[config.mk]
export PLATFORM = sky130hd
export DESIGN_NAME = goose_jump_ctrl
export DESIGN_NICKNAME = d
export VERILOG_FILES = /design/src/rtl/goose_jump_ctrl.sv
export SDC_FILE = /design/constraint.sdc
export NUM_CORES = 1
export LEC_CHECK = 0
export BUFFER_PORTS_ARGS = -buffer_cell sky130_fd_sc_hd__buf_4
export CORE_MARGIN = 2
export CORE_UTILIZATION = 45
export DETAILED_ROUTE_END_ITERATION = 7
export GPL_TIMING_DRIVEN = 1
export PLACE_DENSITY_LB_ADDON = 0.25
export SETUP_SLACK_MARGIN = 0.1
export SKIP_CTS_REPAIR_TIMING = 1
export SLEW_MARGIN = 20
export SYNTH_ARGS = -nofsm -noshare
export SYNTH_HDL_FRONTEND = slang
export SYNTH_SLANG_ARGS = --single-unit
export TNS_END_PERCENT = 50
[constraint.sdc]
create_clock -name clk_in -period 2.3 [get_ports clk_in]
set_input_delay 0 -clock clk_in [delete_from_list [all_inputs] [get_ports clk_in]]
set_output_delay 0 -clock clk_in [all_outputs]
set_load 0.01 [all_outputs]
[src/rtl/goose_jump_ctrl.sv]
// goose_jump_ctrl
// Turns a player jump request into a tick-paced vertical trajectory for the
// goose sprite. The trajectory runs rise, hold at apex, fall, land. While the
// goose is on the ground, each tick toggles the running-leg frame.
//
// Ports:
//   clk_in     system clock; all logic on posedge
//   reset      synchronous, active-high reset
//   tick       one-cycle strobe from the clock divider; motion advances only on it
//   jump_req   jump request; sampled every cycle, honoured only when grounded
//   height     registered height above ground, in pixels
//   airborne   high whenever the goose is not on the ground
//   landed     one-cycle pulse on the cycle after touchdown
//   leg_frame  registered leg animation frame
module goose_jump_ctrl #(
    parameter int HEIGHT_W   = 7,
    parameter int MAX_HEIGHT = 64,
    parameter int RISE_STEP  = 8,
    parameter int FALL_STEP  = 4,
    parameter int HOLD_TICKS = 4
) (
    input  logic                clk_in,
    input  logic                reset,
    input  logic                tick,
    input  logic                jump_req,
    output logic [HEIGHT_W-1:0] height,
    output logic                airborne,
    output logic                landed,
    output logic                leg_frame
);

    localparam int HC_W     = (HOLD_TICKS > 1) ? $clog2(HOLD_TICKS) : 1;
    localparam int FIRST    = (RISE_STEP < MAX_HEIGHT) ? RISE_STEP : MAX_HEIGHT;

    localparam logic [HEIGHT_W-1:0] MAX_H     = HEIGHT_W'(MAX_HEIGHT);
    localparam logic [HEIGHT_W-1:0] FIRST_H   = HEIGHT_W'(FIRST);
    localparam logic [HC_W-1:0]     LAST_HOLD = HC_W'(HOLD_TICKS - 1);

    typedef enum logic [1:0] {
        GROUND = 2'd0,
        RISE   = 2'd1,
        HOLD   = 2'd2,
        FALL   = 2'd3
    } state_t;

    state_t              state, state_d;
    logic [HEIGHT_W-1:0] height_d;
    logic [HC_W-1:0]     hold_cnt, hold_d;
    logic                pending, pending_d;
    logic                leg_d, landed_d;
    logic [HEIGHT_W:0]   rise_sum;

    // One extra bit so the apex test cannot be fooled by wrap-around.
    assign rise_sum = {1'b0, height} + (HEIGHT_W+1)'(RISE_STEP);
    assign airborne = (state != GROUND);

    always_ff @(posedge clk_in) begin
        if (reset) begin
            state     <= GROUND;
            height    <= '0;
            hold_cnt  <= '0;
            pending   <= 1'b0;
            leg_frame <= 1'b0;
            landed    <= 1'b0;
        end else begin
            state     <= state_d;
            height    <= height_d;
            hold_cnt  <= hold_d;
            pending   <= pending_d;
            leg_frame <= leg_d;
            landed    <= landed_d;
        end
    end

    always_comb begin
        state_d   = state;
        height_d  = height;
        hold_d    = hold_cnt;
        pending_d = pending;
        leg_d     = leg_frame;
        landed_d  = 1'b0;
        case (state)
            GROUND: begin
                if (tick) begin
                    if (pending || jump_req) begin
                        // Launch tick. The leg frame freezes from here on.
                        height_d  = FIRST_H;
                        pending_d = 1'b0;
                        hold_d    = '0;
                        state_d   = (FIRST == MAX_HEIGHT) ? HOLD : RISE;
                    end else begin
                        leg_d = ~leg_frame;
                    end
                end else if (jump_req) begin
                    // Remember a request that lands between ticks.
                    pending_d = 1'b1;
                end
            end
            RISE: begin
                if (tick) begin
                    if (rise_sum >= (HEIGHT_W+1)'(MAX_HEIGHT)) begin
                        height_d = MAX_H;
                        state_d  = HOLD;
                        hold_d   = '0;
                    end else begin
                        height_d = rise_sum[HEIGHT_W-1:0];
                    end
                end
            end
            HOLD: begin
                if (tick) begin
                    if (hold_cnt == LAST_HOLD) state_d = FALL;
                    else                       hold_d  = hold_cnt + 1'b1;
                end
            end
            FALL: begin
                if (tick) begin
                    if (int'(height) <= FALL_STEP) begin
                        height_d = '0;
                        state_d  = GROUND;
                        landed_d = 1'b1;
                    end else begin
                        height_d = height - HEIGHT_W'(FALL_STEP);
                    end
                end
            end
            default: state_d = GROUND;
        endcase
    end

endmodule

# Yosys cells after proc, flatten, opt, wreduce, memory -nomap -nowiden
# Index checks and enable logic that the tools add are counted.
[word_totals]
register_bits = 14
inputBits = 4
output_inout_bits = 10
word_cells = 68
[op_classes]
n_addsub = 3
order_cmp = 2
n_eq_ne = 14
muxes = 27
n_bitwise = 4
reduce_logical = 12
[ops]
columns = ["operator", "count"]
rows = [
  ["7-bit 2-to-1 mux", 6],
  ["2-bit 2-to-1 mux", 14],
  ["7-bit case mux with 3 select lines", 1],
  ["2-bit != test, second input constant", 9],
  ["7-bit by 4-bit adder with 8-bit output, second input constant", 1],
  ["8-bit by 7-bit >= comparator with 1-bit output, second input constant", 1],
  ["2-bit case mux with 4 select lines", 1],
  ["8-bit AND reduction", 1],
  ["7-bit by 3-bit less-or-equal comparator with 1-bit output, second input constant", 1],
  ["7-bit AND reduction", 1],
  ["7-bit by 3-bit subtractor with 7-bit output, second input constant", 1],
  ["2-bit equality test, second input constant", 3],
  ["2-bit case mux with 3 select lines", 1],
  ["3-bit AND reduction", 2],
  ["3-bit nonzero test", 2],
  ["5-bit AND reduction", 1],
  ["1-bit 2-to-1 mux", 4],
  ["1-bit inverter", 4],
  ["2-bit nonzero test", 2],
  ["3-bit OR reduction", 1],
  ["2-bit by 1-bit adder with 2-bit output, second input constant", 1],
  ["2-bit by 1-bit equality test with 1-bit output, second input constant", 1],
  ["2-bit zero test", 1],
  ["2-bit by 1-bit != test with 1-bit output, second input constant", 1],
  ["1-bit logical OR", 1],
]

# Depth between registers and ports, before layout
# Gate-level depths: netlist of the first run.
[depth]
word_depth = 5
ltp_mapped = 6

# Least setup slack after synthesis of the first run
# No wires, ideal clock.
[synth_path]
path_type = "register to register"
from = "register height[4]"
to = "register height[2]"
setup_time_ns = 0.070
arrival_ns = 1.762
required_ns = 2.230
setup_slack_ns = 0.468
path_stages_with_launch = 6
n_path_buf = 0
synth_period_minus_slack_ns = 1.832
cell_sequence = "dfxtp_1 ha_1 and3b_1 mux2_4 or4_1 a21oi_1"
[synth_via]
elab_chain_cells = 5
elab_cells_between_ends = 8
classes_between = "1 x add/sub; 2 x order compare; 5 x mux"
[synth_lines]
columns = ["item", "line_no", "source"]
rows = [
  ["from (decl)", "26", "output logic [HEIGHT_W-1:0] height,"],
  ["from (signal assigned)", "67", "height <= height_d;"],
  ["7-bit by 4-bit adder with 8-bit output", "54", "assign rise_sum = {1'b0, height} + (HEIGHT_W+1)'(RISE_STEP);"],
  ["8-bit by 7-bit >= comparator with 1-bit output", "101", "if (rise_sum >= (HEIGHT_W+1)'(MAX_HEIGHT)) begin"],
  ["7-bit 2-to-1 mux", "101", ""],
  ["7-bit 2-to-1 mux", "100", "if (tick) begin"],
  ["7-bit case mux with 3 select lines (*)", "82", "case (state)"],
]
# Mark *: on every way between the ends. The rest lies on a longest branch, timed or not. The select of a mux whose other input is x is not followed.
# A chain may end at the register's enable or synchronous reset.

# Worst setup path in the final report of the first run
[layout_path]
from = "register height[3]"
to = "register state[0]"
[layout_via]
elab_chain_cells = 4
elab_cells_between_ends = 6
classes_between = "1 x add/sub; 2 x order compare; 2 x eq/ne; 1 x reduce/logical"
[layout_lines]
columns = ["item", "line_no", "source"]
rows = [
  ["7-bit by 4-bit adder with 8-bit output", "54", ""],
  ["8-bit by 7-bit >= comparator with 1-bit output", "101", ""],
  ["2-bit != test (no source line)", "--", ""],
  ["8-bit AND reduction (no source line) (*)", "--", ""],
  ["to (signal assigned)", "66", "state <= state_d;"],
  ["to (decl)", "46", "state_t state, state_d;"],
]
# Mark *: on every way between the ends. The rest lies on a longest branch, timed or not.

==> results of run 1 <==
## logic make-up (layout without fill, tap and decap cells)
group / Yosys count / after routing
AO/OA/AOI/OAI: 39 / 39
XOR/XNOR: 1 / 1
adder cells (fa/ha/maj): 10 / 10
buffers and inverters: 19 / 32
flip-flops: 12 / 12
multiplexers: 2 / 2
other: 1 / 2
AND/OR/NAND/NOR: 27 / 27
## power by group
group          switching [mW]  internal, mW
sequential             0.0334         0.241
combinational           0.307         0.227
clock                  0.0708        0.0607
total                   0.411         0.528
## placed cells by master, fill, tap and decap left out, types with 2 or more instances in the layout
cell type,Yosys,final
a211oi_1,2,2
a21bo_2,2,2
a21boi_0,2,2
a21oi_1,5,5
a32oi_1,5,5
buf_4,2,13
clkbuf_4,0,3
conb_1,1,2
dfxtp_1,12,12
dlygate4sd3_1,0,2
ha_1,10,10
inv_1,14,14
nand3_1,2,2
nor2_1,2,2
nor2b_1,3,3
nor3_1,3,3
nor4_1,3,3
o211ai_1,3,3
o21ai_0,3,3
o22ai_1,2,2
o311ai_0,2,2
o31ai_1,4,4
or3_1,2,2
or3b_2,3,3
## worst max-delay path, cell delays in order (launching register included)
cell and delay [ps]:
dfxtp_1 370, inv_1 200, ha_1 220, or4b_1 500, o211ai_1 220, nand3_1 130, o311a_1 320
## flip-flops by register name, summed over array words and instances, names as in the netlist
signal / flops
height: 5
hold_cnt: 2
landed: 1
leg_frame: 1
pending: 1
state: 2
## cell type report
class / count / area share
Sequential cell: 12 / 0.217
Clock buffer: 3 / 0.0203
Timing Repair Buffer: 15 / 0.106
Inverter: 14 / 0.0475
Tap cell: 27 / 0.0305
Multi-Input combinational cell: 81 / 0.579
## path summary, 6_finish.rpt
check                   start          end  slack (ps)  cells after the start
setup / recovery    height[3]     state[0]         210                      6
hold / removal       jump_req    leg_frame          80                      4
setup reg to reg    height[3]     state[0]         210                      6
hold reg to reg   hold_cnt[1]  hold_cnt[1]         520                      2
## metrics by stage
stage | cell area (um2) | util | hold slack (ps) | power (mW)
detailed placement | 1060 | 0.537 | 239 | 0.797
finish | 1110 | 0.559 | 76.0 | 0.939
global route | 1110 | 0.559 | 116 | 1.02
global placement | 1060 | 0.537 | 239 | 0.785
CTS | 1090 | 0.549 | -52.8 | 0.933
floorplan | 961 | - | 216 | 0.660
## per-layer routing
layer | vias to the layer above | share of wire
li1 | 450 | -
met3 | 7 | 0.049
met2 | 28 | 0.48
met1 | 447 | 0.44
met5 | - | 0
met4 | 0 | 0.024
## synthesized netlist by cell type (2+ instances only)
cell type | instances | share of area
nor4_1 | 3 | 0.020
a21bo_2 | 2 | 0.021
o211ai_1 | 3 | 0.024
o31ai_1 | 4 | 0.031
or3b_2 | 3 | 0.027
inv_1 | 14 | 0.055
dfxtp_1 | 12 | 0.25
o22ai_1 | 2 | 0.013
o311ai_0 | 2 | 0.018
ha_1 | 10 | 0.13
a211oi_1 | 2 | 0.016
clkbuf_1 | 2 | 0.0078
a21boi_0 | 2 | 0.016
a32oi_1 | 5 | 0.046
or3_1 | 2 | 0.013
o21ai_0 | 3 | 0.016
buf_4 | 2 | 0.016
nor3_1 | 3 | 0.016
nor2_1 | 2 | 0.0078
a21oi_1 | 5 | 0.026
nand3_1 | 2 | 0.010
nor2b_1 | 3 | 0.020
==> metrics.yaml, run 1 <==
grt:
  antenna_found_initial: 0
  grt_use_met3: 0.0303
  grt_usage: 0.199
  met1_usage: 0.254
  grt_busiest_layer: "met2"
  gr-total-overflow: 0
  grt_max_degree: 16
  first_global_vias: 899
  grt_use_met2: 0.329
  grt_first_pass_wirelength_um: 3950
hold_path:
  hold_path_class: "primary input to flop"
power:
  leakagePower_nw: 0.462
  ir_worst_vdd_mv: 0.510
  power_density_nw_per_um2: 848
synthesis:
  synth-simple-area-share: 0.188
  synthArstFlopShare: 0
  ys_seq_elements: 12
  muxShareOfSynthArea: 0.0261
  yosysWarnings: 0
  synthXorXnorAreaFrac: 0.00915
  synthAdderAreaFrac: 0.131
  yosysSeqAreaShare: 0.251
  synth_flop_cell: "dfxtp_1"
  synth.distinct_cells: 45
  synth_cells: 111
  synth_edf_count: 0
  synth_top_family_by_area: "compound AO/OA/AOI/OAI gates"
  avgSynthCellArea_um2: 8.62
  synth-compound-area-share: 0.307
  netlist_area_um2: 957
placement:
  dpl.hpwl_um: 1700
  dpl.cell_count: 147
  place.gp.congestion: 0.935
  dp_worst_setup_slack_ps: 245
  portBuffers: 11
worst_setup_path:
  cp-end-kind: "flop"
  arrival_ps: 2250
  start_kind: "flop"
  critPathKind: "flop to flop"
  path_max_fanout: 7
  required_ps: 2460
clock_network:
  ctsLongestPathBuffers: 2
  h-tree-depth: 1
  cts-root-buf: "clkbuf_4"
  clock_sinks: 12
  clkTransAtPathRegs_ps: 70
  tritoncts: "yes"
  numCtsBuffers: 3
  clock_latency_ps: 270
status:
  outcome: "completed"
die:
  die_h_um: 50.1
  ios: 14
  chipWidth_um: 50.1
  row_count: 16
  die_area_um2: 2510
  coreArea_um2: 1980
  initial_core_util: 0.483
drt:
  ant_nets: 0
  vias_per_cell: 6.13
  routed_wirelength_um: 2230
  wl_per_cell_um: 14.7
  vias: 932
  dr.pass1.iters: 4
  drc: 0
  drt_iter0_markers: 24
layout:
  drive_above_1_share: 0.208
  antenna_cells: 0
  regArea_um2: 240
  area_delta_synth_final_pct: 15.7
  multiInputGateArea_um2: 641
  fill_cells: 190
  finalNonFillerCells: 152
  nets: 141
timing:
  hold_viol_final: 0
  fin_crit_sh: 0.907
  finalWorstSetupSlack_ps: 214
  slew_viol_final: 0
  rsz0062_at_grt: "false"
  skew_ps: 2.94
  finalCriticalPeriod_ps: 2090
  fmax_mhz: 479
  totalNegativeSetupSlack_ps: 0
  setup_viol: 0
run:
  cap_violations: 0
Power figures use the tool's default switching activity.
==> run 2, diff against run 1 <==
--- a/config.mk
+++ b/config.mk
@@ -10,7 +10,7 @@
 export CORE_UTILIZATION = 45
 export DETAILED_ROUTE_END_ITERATION = 7
 export GPL_TIMING_DRIVEN = 1
-export PLACE_DENSITY_LB_ADDON = 0.25
+export PLACE_DENSITY = 0.76
 export SETUP_SLACK_MARGIN = 0.1
 export SKIP_CTS_REPAIR_TIMING = 1
 export SLEW_MARGIN = 20
==> run 2 against run 1 <==
Register-to-register slack about the same. Clock-buffer cell count unchanged. Sequential power about the same. Worst setup slack better by 4.3 ps. Design area down 0.68%. Total power down 0.18%. Critical path type unchanged.
==> metrics.yaml, run 2 (synthesis gave the netlist of run 1 again) <==
status:
  outcome: "completed"
layout:
  drive_above_1_share: 0.202  # -0.00639
  largest_reg_flops: 5  # unchanged
  final_cell_mix: "inv_1 (14), dfxtp_1 (12), buf_4 (12), ha_1 (10)"
  area_delta_synth_final_pct: 14.9
  largestRegisters: "height x5, hold_cnt x2, state x2"
  final_util: 0.555  # -0.00379
  final_common_cell: "inv_1"
  nets: 140  # -0.71%
  fin_area_um2: 1100  # -0.68%
  finalNonFillerCells: 151  # -0.66%
  regArea_um2: 240  # unchanged
  antenna_cells: 0  # unchanged
  fill_cells: 179  # -5.8%
  top_register: "height"
  multiInputGateArea_um2: 641  # unchanged
power:
  leakagePower_nw: 0.456  # -1.2%
  total_power_uw: 938  # -0.18%
  ir_worst_vdd_mv: 0.613  # +20%
  power_density_nw_per_um2: 852  # +0.50%
die:
  chipWidth_um: 50.1  # unchanged
  row_count: 16  # unchanged
  coreArea_um2: 1980  # unchanged
  initial_core_util: 0.483  # unchanged
  die_h_um: 50.1  # unchanged
  die_area_um2: 2510  # unchanged
  ios: 14  # unchanged
placement:
  dpl.cell_count: 146  # -0.68%
  dpl.hpwl_um: 1650  # -2.9%
  placed_cell_area_um2: 1060  # -0.71%
  portBuffers: 11  # unchanged
  place.gp.congestion: 0.950  # +1.6%
clock_network:
  clock_sinks: 12  # unchanged
  clkTransAtPathRegs_ps: 80  # about the same
  cts-root-buf: "clkbuf_4"
  ctsLongestPathBuffers: 2  # unchanged
  numCtsBuffers: 3  # unchanged
  tritoncts: "yes"
  clock_latency_ps: 270  # about the same
  h-tree-depth: 1  # unchanged
worst_setup_path:
  startpoint: "height[3]"
  arrival_ps: 2230  # -20 ps
  worstSetupEndpoint: "state[0]"
  reg2regPathDepth: 6  # unchanged
  reg2reg_slack_ps: 220  # about the same
  start_kind: "flop"
  path_max_fanout: 7  # unchanged
  crit_chain: "inv_1 > ha_1 > or4b_1 > o211ai_1 > nand3_1 > o311a_1"
  cp.depth: 6  # unchanged
  critPathMaxStageDelay_ps: 490  # about the same
  cp-end-kind: "flop"
  r2r-end: "state[0]"
  r2r-start: "height[3]"
  cpMaxStageDelayCell: "or4b_1"
  path_delay_family: "simple AND/OR/NAND/NOR gates"
  cp_num_buf_inv: 1  # unchanged
  required_ps: 2450  # about the same
  critPathKind: "flop to flop"
grt:
  grt_max_degree: 16  # unchanged
  gr-total-overflow: 0  # unchanged
  first_global_vias: 869  # -3.3%
  grt_usage: 0.186  # -0.0131
  grt_first_pass_wirelength_um: 3700  # -6.3%
  antenna_found_initial: 0  # unchanged
timing:
  finalCriticalPeriod_ps: 2080  # -4.31 ps
  fin_crit_sh: 0.905  # -0.00187
  setup_viol: 0  # unchanged
  skew_ps: 8.07  # +5.13 ps
  hold_viol_final: 0  # unchanged
  totalNegativeSetupSlack_ps: 0  # unchanged
  fmax_mhz: 480  # +0.21%
  rsz0062_at_grt: "false"
  slew_viol_final: 0  # unchanged
drt:
  drc: 0  # unchanged
  wl_per_cell_um: 14.5  # -1.2%
  drt_iter0_markers: 40  # +67%
  routed_wirelength_um: 2190  # -1.9%
  dr.pass1.iters: 4  # unchanged
  vias_per_cell: 6.06  # -1.2%
  ant_nets: 0  # unchanged
  vias: 915  # -1.8%
hold_path:
  hold_path_class: "primary input to flop"
run:
  cap_violations: 0  # unchanged
-- run 2: per-layer routing --
layer  routed length [um]  GRT usage  up-vias
li1                     -          -      450
met1                 1010      0.232      425
met2                 1050      0.311       38
met3                  118     0.0485        2
met4                    8     0.0509        0
met5                    0          0        -
-- run 2: area by class of cell --
class | count | area share
clock buffers | 3 | 0.0205
inverters | 14 | 0.0478
repair buffers | 14 | 0.100
well taps | 27 | 0.0307
flip-flops and latches | 12 | 0.218
multi-input cells | 81 | 0.582
-- run 2: worst min path at each step --
stage,to,from,cells past startpoint
global placement,height[2],reset,2
finish,leg_frame,jump_req,4
CTS,state[1],reset,2
detailed placement,state[1],reset,2
floorplan,pending,jump_req,2
global route,pending,jump_req,3
-- run 2: report_power, final --
part           switching, mW  total, mW  internal [mW]
sequential            0.0363      0.277          0.241
combinational          0.305      0.533          0.227
clock                 0.0674      0.128         0.0605
-- run 2: tightest hold or removal path, stage by stage --
cell and delay (ps):
buf_4 100, nor4_1 50, xnor2_1 120, nor2_1 30
-- run 2: per-stage QoR --
stage / setup slack (ps) / hold WS, ps
after floorplan: 468 / 216
after global placement: 280 / 238
after detailed placement: 318 / 241
after CTS: 269 / -44.6
after global routing: 137 / 111
final: 218 / 80.0
